`config.mk`:
```
export PLATFORM = sky130hd
export DESIGN_NAME = empty_ptr_storage_flat
export DESIGN_NICKNAME = d
export VERILOG_FILES = /design/src/rtl/empty_ptr_storage_if.sv /design/src/rtl/empty_ptr_storage.sv /design/src/flat_wrapper.sv
export SDC_FILE = /design/constraint.sdc
export NUM_CORES = 1
export LEC_CHECK = 0
export BUFFER_PORTS_ARGS = -buffer_cell sky130_fd_sc_hd__buf_2
export CAP_MARGIN = 30
export CORE_MARGIN = 1.5
export CORE_UTILIZATION = 60
export DETAILED_ROUTE_END_ITERATION = 10
export PLACE_DENSITY_LB_ADDON = 0.25
export RECOVER_POWER = 50
export SETUP_SLACK_MARGIN = 0.5
export SLEW_MARGIN = 25
export SYNTH_ARGS = -nofsm -noshare
export SYNTH_HDL_FRONTEND = slang
export SYNTH_SLANG_ARGS = --single-unit
```
`constraint.sdc`:
```
create_clock -name clk_i -period 3.5 [get_ports clk_i]
set_clock_uncertainty 0.05 [all_clocks]
set_input_delay 0.525 -clock clk_i [delete_from_list [all_inputs] [get_ports clk_i]]
set_output_delay 0.525 -clock clk_i [all_outputs]
set_load 0.03 [all_outputs]
```
`src/rtl/empty_ptr_storage_if.sv`:
```
// +-----------------------------------------------------------------------------+
// | Module      : empty_ptr_storage_if                                          |
// | Description : Handshake bundle between the free-address pool and its users: |
// |               free-address offer to insert, address return from delete,     |
// |               and pool status.                                              |
// | Revision    : 1.0 - initial release                                         |
// +-----------------------------------------------------------------------------+
`default_nettype none

`ifndef TABLE_ADDR_WIDTH
`define TABLE_ADDR_WIDTH 4
`endif

interface empty_ptr_storage_if #(
  parameter int A_WIDTH = `TABLE_ADDR_WIDTH
);
  // Offer side (pool -> insert)
  logic [A_WIDTH-1:0] empty_addr_o;
  logic               empty_addr_val_o;
  logic               empty_addr_rd_ack_i;
  // Return side (delete -> pool)
  logic [A_WIDTH-1:0] add_addr_i;
  logic               add_addr_val_i;
  logic               add_addr_ready_o;
  // Status
  logic               init_done_o;
  logic [A_WIDTH:0]   free_cnt_o;
  logic               err_o;

  // Pool side
  modport slave (
    output empty_addr_o, empty_addr_val_o, add_addr_ready_o,
           init_done_o, free_cnt_o, err_o,
    input  empty_addr_rd_ack_i, add_addr_i, add_addr_val_i
  );

  // User side (insert / delete engines)
  modport master (
    input  empty_addr_o, empty_addr_val_o, add_addr_ready_o,
           init_done_o, free_cnt_o, err_o,
    output empty_addr_rd_ack_i, add_addr_i, add_addr_val_i
  );
endinterface

`default_nettype wire

```
`src/rtl/empty_ptr_storage.sv`:
```
// +-----------------------------------------------------------------------------+
// | Module      : empty_ptr_storage                                             |
// | Description : FIFO pool of unused hash-table data addresses. Self-fills     |
// |               with 0..2^A_WIDTH-1 after reset, offers one address at a time |
// |               and accepts returned addresses.                               |
// |               Optional macro EMPTY_PTR_DOUBLE_FREE_CHECK_EN adds a per-     |
// |               address "in use" bitmap that rejects double frees.            |
// | Revision    : 1.0 - initial release                                         |
// +-----------------------------------------------------------------------------+
`default_nettype none

`ifndef TABLE_ADDR_WIDTH
`define TABLE_ADDR_WIDTH 4
`endif

module empty_ptr_storage #(
  parameter int A_WIDTH = `TABLE_ADDR_WIDTH
) (
  input  wire logic           clk_i,
  input  wire logic           rst_i,
  empty_ptr_storage_if.slave  bus
);

  localparam int DEPTH = 1 << A_WIDTH;

  typedef enum logic [0:0] {
    INIT_S = 1'b0,
    RUN_S  = 1'b1
  } state_t;

  state_t             state_q, state_d;
  // The write pointer doubles as the init counter: it walks 0..DEPTH-1 and
  // wraps back to 0, which is exactly where the first returned address goes.
  logic [A_WIDTH-1:0] wr_ptr_q, wr_ptr_d;
  logic [A_WIDTH-1:0] rd_ptr_q, rd_ptr_d;
  logic [A_WIDTH:0]   mem_cnt_q, mem_cnt_d;
  // The RAM read register is the output register itself, so a read issued at
  // an edge lands in out_addr at that same edge and nothing is ever in flight
  // between clock edges.
  logic [A_WIDTH-1:0] out_addr_q, out_addr_d;
  logic               out_val_q, out_val_d;
  logic               err_q, err_d;

  logic [A_WIDTH-1:0] mem_q [DEPTH];
  logic               mem_we;
  logic [A_WIDTH-1:0] mem_wdata;

  logic               ack;
  logic               rd_en;
  logic               add_req;
  logic               add_ok;
  logic               used_ok;
  logic               full;
  logic [A_WIDTH:0]   free_cnt;

  assign free_cnt = mem_cnt_q + (A_WIDTH+1)'(out_val_q);
  assign full     = (free_cnt == (A_WIDTH+1)'(DEPTH));
  assign ack      = bus.empty_addr_rd_ack_i & out_val_q;

`ifdef EMPTY_PTR_DOUBLE_FREE_CHECK_EN
  logic [DEPTH-1:0] used_q, used_d;

  // A return is legal only for an address currently handed out; an ack of the
  // same address in this very cycle counts as handed out.
  assign used_ok = used_q[bus.add_addr_i] | (ack & (out_addr_q == bus.add_addr_i));

  // Track which addresses are held by the table: set on hand-out, clear on return
  always_comb begin
    used_d = used_q;
    if (ack) begin
      used_d[out_addr_q] = 1'b1;
    end
    if (add_ok) begin
      used_d[bus.add_addr_i] = 1'b0;
    end
  end

  // Bitmap register, all addresses free after reset
  always_ff @(posedge clk_i or posedge rst_i) begin
    if (rst_i) begin
      used_q <= '0;
    end else begin
      used_q <= used_d;
    end
  end
`else
  assign used_ok = 1'b1;
`endif

  // Next-state, pointer, counter and output-register logic
  always_comb begin
    state_d    = state_q;
    wr_ptr_d   = wr_ptr_q;
    rd_ptr_d   = rd_ptr_q;
    mem_cnt_d  = mem_cnt_q;
    out_addr_d = out_addr_q;
    out_val_d  = out_val_q;
    err_d      = err_q;
    mem_we     = 1'b0;
    mem_wdata  = wr_ptr_q;
    rd_en      = 1'b0;
    add_req    = 1'b0;
    add_ok     = 1'b0;

    case (state_q)
      INIT_S: begin
        mem_we    = 1'b1;
        mem_wdata = wr_ptr_q;
        wr_ptr_d  = wr_ptr_q + 1'b1;
        mem_cnt_d = mem_cnt_q + (A_WIDTH+1)'(1);
        if (wr_ptr_q == A_WIDTH'(DEPTH - 1)) begin
          state_d = RUN_S;
        end
      end

      RUN_S: begin
        add_req = bus.add_addr_val_i;
        add_ok  = add_req & ~full & used_ok;
        rd_en   = ~out_val_q & (mem_cnt_q != '0);

        // A rejected return is either an overflow or a double free
        if (add_req && !add_ok) begin
          err_d = 1'b1;
        end

        if (add_ok) begin
          mem_we    = 1'b1;
          mem_wdata = bus.add_addr_i;
          wr_ptr_d  = wr_ptr_q + 1'b1;
        end

        mem_cnt_d = mem_cnt_q + (A_WIDTH+1)'(add_ok) - (A_WIDTH+1)'(rd_en);

        if (ack) begin
          out_val_d = 1'b0;
        end

        // Refill only from an empty output register, so the offered address
        // stays put until the edge after its ack.
        if (rd_en) begin
          out_addr_d = mem_q[rd_ptr_q];
          out_val_d  = 1'b1;
          rd_ptr_d   = rd_ptr_q + 1'b1;
        end
      end

      default: begin
        state_d = INIT_S;
      end
    endcase
  end

  // State, pointers, counter, output register and sticky error
  always_ff @(posedge clk_i or posedge rst_i) begin
    if (rst_i) begin
      state_q    <= INIT_S;
      wr_ptr_q   <= '0;
      rd_ptr_q   <= '0;
      mem_cnt_q  <= '0;
      out_addr_q <= '0;
      out_val_q  <= 1'b0;
      err_q      <= 1'b0;
    end else begin
      state_q    <= state_d;
      wr_ptr_q   <= wr_ptr_d;
      rd_ptr_q   <= rd_ptr_d;
      mem_cnt_q  <= mem_cnt_d;
      out_addr_q <= out_addr_d;
      out_val_q  <= out_val_d;
      err_q      <= err_d;
    end
  end

  // Pool storage RAM write port; contents are rebuilt by the init sweep
  always_ff @(posedge clk_i) begin
    if (mem_we) begin
      mem_q[wr_ptr_q] <= mem_wdata;
    end
  end

  assign bus.empty_addr_o     = out_addr_q;
  assign bus.empty_addr_val_o = out_val_q;
  assign bus.add_addr_ready_o = (state_q == RUN_S);
  assign bus.init_done_o      = (state_q == RUN_S);
  assign bus.free_cnt_o       = free_cnt;
  assign bus.err_o            = err_q;

endmodule

`default_nettype wire

```
`src/flat_wrapper.sv`:
```
// flat-port wrapper written by rule: the top's interface ports become plain ports
module empty_ptr_storage_flat 
#(
  parameter int A_WIDTH = `TABLE_ADDR_WIDTH
)
  (clk_i, rst_i, bus_empty_addr_o, bus_empty_addr_val_o, bus_add_addr_ready_o, bus_init_done_o, bus_free_cnt_o, bus_err_o, bus_empty_addr_rd_ack_i, bus_add_addr_i, bus_add_addr_val_i);
  empty_ptr_storage_if #(.A_WIDTH(A_WIDTH)) bus_i ();
  input  wire logic clk_i;
  input  wire logic rst_i;
  output wire logic [$bits(bus_i.empty_addr_o)-1:0] bus_empty_addr_o;
  output wire logic [$bits(bus_i.empty_addr_val_o)-1:0] bus_empty_addr_val_o;
  output wire logic [$bits(bus_i.add_addr_ready_o)-1:0] bus_add_addr_ready_o;
  output wire logic [$bits(bus_i.init_done_o)-1:0] bus_init_done_o;
  output wire logic [$bits(bus_i.free_cnt_o)-1:0] bus_free_cnt_o;
  output wire logic [$bits(bus_i.err_o)-1:0] bus_err_o;
  input wire logic [$bits(bus_i.empty_addr_rd_ack_i)-1:0] bus_empty_addr_rd_ack_i;
  input wire logic [$bits(bus_i.add_addr_i)-1:0] bus_add_addr_i;
  input wire logic [$bits(bus_i.add_addr_val_i)-1:0] bus_add_addr_val_i;
  assign bus_empty_addr_o = bus_i.empty_addr_o;
  assign bus_empty_addr_val_o = bus_i.empty_addr_val_o;
  assign bus_add_addr_ready_o = bus_i.add_addr_ready_o;
  assign bus_init_done_o = bus_i.init_done_o;
  assign bus_free_cnt_o = bus_i.free_cnt_o;
  assign bus_err_o = bus_i.err_o;
  assign bus_i.empty_addr_rd_ack_i = bus_empty_addr_rd_ack_i;
  assign bus_i.add_addr_i = bus_add_addr_i;
  assign bus_i.add_addr_val_i = bus_add_addr_val_i;
  empty_ptr_storage #(.A_WIDTH(A_WIDTH)) u_core (.clk_i(clk_i), .rst_i(rst_i), .bus(bus_i));
endmodule
```
==> flow_metrics.py <==
metrics = {
    "status": {
        "status": "finished, final reports clean",
    },
    "pwr": {
        "power.density_mw_per_mm2": 924,
        "swShare_pct": 38.4,
        "leakage_uw": 0.00168,
        "vdd_drop_max_uv": 576,
        "seq_power_share_pct": 40.0,
        "comb_power_share_pct": 42.8,
        "p_sw_uw": 1530,
        "intPower_uw": 2440,
        "clkPwrFrac_pct": 17.2,
    },
    "final_layout": {
        "finalInstanceArea_mm2": 0.00430,
        "area_growth_pct": 10.6,
        "drive_above_1_share_pct": 22.2,
        "layout.nets": 305,
        "diodes": 0,
        "fin_util_pct": 68.0,
    },
    "drt": {
        "first_pass_iters": 4,
        "post-route-drc-count": 0,
        "wl_per_cell_um": 19.4,
        "first_iter_violations": 158,
        "drt-total-wl_mm": 7.01,
        "ant_nets": 0,
        "vias_per_cell": 5.82,
        "vias": 2100,
    },
    "timing": {
        "maxSlewViolCount": 0,
        "setup_viol": 0,
        "worst_slew_pin_slew_ns": 1.20,
        "finalHoldViolCount": 0,
        "max_slew_margin_pct": 19.6,
        "min_period_ns": 3.12,
        "rsz0062_at_grt": "yes",
        "fin_crit_sh_pct": 89.0,
        "setup_tns_ns": 0,
        "max_freq_ghz": 0.321,
    },
    "critical_path": {
        "worstPathArrival_ns": 3.06,
        "critPathRequiredTime_ns": 3.44,
        "crit_type": "reg -> reg",
        "reg2reg_setup_slack_ns": 0.38,
        "worst_setup_path_end_kind": "flop",
        "critPathMaxFanout": 16,
        "start_kind": "flop",
    },
    "placement": {
        "place_area_mm2": 0.00406,
        "dpl.hpwl_mm": 4.83,
        "portBuffers": 20,
        "gp_congestion": 0.853,
    },
    "synthesis": {
        "yosysSeqAreaShare_pct": 62.4,
        "synth_mux_area_share_pct": 12.7,
        "avgSynthCellArea_um2": 15.8,
        "synth_top_family_by_area": "multiplexers",
        "syn_area_mm2": 0.00388,
        "synth_top_area_share_pct": 49.5,
        "yosys_warnings": 0,
        "synth-edff-count": 64,
        "yosysMostFrequentCell": "edfxtp_1",
        "synth_xor_area_share_pct": 3.54,
        "synth_cell_types": 42,
        "synth-adder-area-share_pct": 5.99,
        "async_flop_share_pct": 23.8,
        "yosys.area.top_type": "edfxtp_1",
        "synthesis.nets": 271,
        "synth_compound_area_share_pct": 4.35,
        "synthTopCellsByArea": "edfxtp_1, dfrtp_1, mux4_2",
        "synth_common_cells": "edfxtp_1, dfrtp_1, nand2_1",
        "synth_simple_gate_area_share_pct": 8.51,
        "syn_inst": 245,
        "ys_seq_elements": 84,
        "synth-main-ff-cell": "edfxtp_1",
    },
    "grt": {
        "antenna_found_initial": 0,
        "first_global_vias": 2081,
        "grt_pass1_wl_mm": 11.0,
        "grt_max_degree": 23,
        "grt_usage_pct": 21.4,
        "grt-ovfl-total": 0,
    },
    "floorplan": {
        "io_pins": 21,
        "placeableCoreArea_mm2": 0.00631,
        "placementRows": 29,
        "start_util_pct": 61.5,
        "die_x_um": 83.4,
        "dieArea_mm2": 0.00696,
        "fp.dieH_um": 83.4,
    },
    "clock_network": {
        "ctsHtreeMaxLevel": 3,
        "clock_sinks": 84,
        "clk_pin_slew_ns": 0.08,
        "clk_latency_ns": 0.35,
        "cts_hold_buf": 0,
        "root_buffer": "clkbuf_8",
        "cts.path.max_buffers": 2,
        "cts_tree": "yes",
        "numCtsBuffers": 9,
    },
    "flow_run": {
        "cap_violations": 0,
    },
    "worst_hold_path": {
        "min_path_type": "in -> async",
    },
}
## per-stage QoR
stage	cells	hold WS [ns]	setup slack, ns	total power, uW
floorplan	245	0.439	0.519	2870
global placement	335	0.401	0.505	3250
detailed placement	335	0.404	0.411	3290
CTS	352	0.312	0.538	4000
global route	361	0.0265	0.180	4210
finish	361	0.0148	0.383	3970
## flip-flops by register name, indices dropped and copies added, names as in the netlist
name	count
u_core.bus.err_o	1
u_core.rd_ptr_q	4
u_core.wr_ptr_q	4
u_core.bus.add_addr_ready_o	1
u_core.mem_cnt_q	5
u_core.mem_q	64
u_core.bus.empty_addr_o	4
u_core.bus.empty_addr_val_o	1
## cell usage in the layout, fill, tap and decap left out, drive strengths merged, types with 2 or more instances in the layout
| cell | Yosys | layout |
|---|---|---|
| a221oi | 3 | 3 |
| buf | 8 | 19 |
| and2 | 5 | 5 |
| a21oi | 3 | 3 |
| xor2 | 5 | 5 |
| nor2 | 7 | 7 |
| and4b | 2 | 2 |
| a21o | 2 | 2 |
| mux4 | 16 | 16 |
| nor2b | 3 | 3 |
| mux2 | 6 | 6 |
| inv | 13 | 15 |
| and3b | 2 | 2 |
| edfxtp | 64 | 64 |
| nand3 | 2 | 2 |
| ha | 17 | 17 |
| clkinv | 0 | 2 |
| mux2i | 6 | 6 |
| clkbuf | 1 | 22 |
| dfrtp | 20 | 20 |
| clkinvlp | 0 | 2 |
| o21ai | 6 | 6 |
| nand2 | 19 | 19 |
| and3 | 15 | 15 |
| xnor2 | 9 | 9 |
## worst max-delay path, cell delays in order, from the launching register on
cell,delay (ns)
dfrtp_2,0.40
ha_1,0.19
ha_1,0.26
and4b_1,0.28
a211oi_4,0.07
buf_4,0.15
buf_4,0.12
nor4_1,0.52
nor2_4,0.11
mux2_1,0.61
## layer usage
| layer | vias to the layer above | routed length (um) | GRT usage (%) |
|---|---|---|---|
| met5 | - | 0 | 0 |
| met4 | 0 | 172 | 10.6 |
| met3 | 16 | 428 | 3.08 |
| met2 | 72 | 3420 | 32.7 |
| met1 | 1025 | 3000 | 30.7 |
| li1 | 987 | - | - |
## cell families (layout without fill, tap and decap cells)
group / after synthesis / after routing
XOR/XNOR: 14 / 14
AND/OR/NAND/NOR: 58 / 58
flip-flops: 84 / 84
adder cells (fa/ha/maj): 18 / 18
AO/OA/AOI/OAI: 21 / 21
multiplexers: 28 / 28
buffers and inverters: 22 / 61
## layout make-up
| type | instances | area [um^2] |
|---|---|---|
| Clock buffer | 9 | 124 |
| Clock inverter | 7 | 72.6 |
| Fill cell | 445 | 2020 |
| Inverter | 13 | 48.8 |
| Multi-Input combinational cell | 139 | 1350 |
| Sequential cell | 84 | 2430 |
| Tap cell | 77 | 96.3 |
| Timing Repair Buffer | 32 | 176 |
## power groups by stage
| stage | registers [uW] | clock network [uW] | logic [uW] |
|---|---|---|---|
| CTS | 1630 | 698 | 1670 |
| floorplan | 1570 | 0 | 1290 |
| detailed placement | 1650 | 0 | 1630 |
| global placement | 1650 | 0 | 1600 |
| global route | 1620 | 733 | 1860 |
| finish | 1590 | 684 | 1700 |
## worst paths after layout
path / startpoint / endpoint / cells after the start
setup reg to reg: u_core.mem_cnt_q[0] / u_core.mem_q[8][3] / 9
hold / removal: rst_i / u_core.bus.empty_addr_o[2] / 2
max in group asynchronous: rst_i / u_core.mem_cnt_q[2] / 3
min in group clk_i: bus_empty_addr_rd_ack_i / u_core.bus.empty_addr_val_o / 4
hold reg to reg: u_core.bus.err_o / u_core.bus.err_o / 1
setup / recovery: u_core.mem_cnt_q[0] / u_core.mem_q[8][3] / 9
## what timing repair did
action,in CTS,in global routing
setup buffers,1,7
resized for setup,1,7
endpoints found under the setup margin,1,1
pin swaps,3,4
No activity file was read; power rests on OpenSTA's default activity.
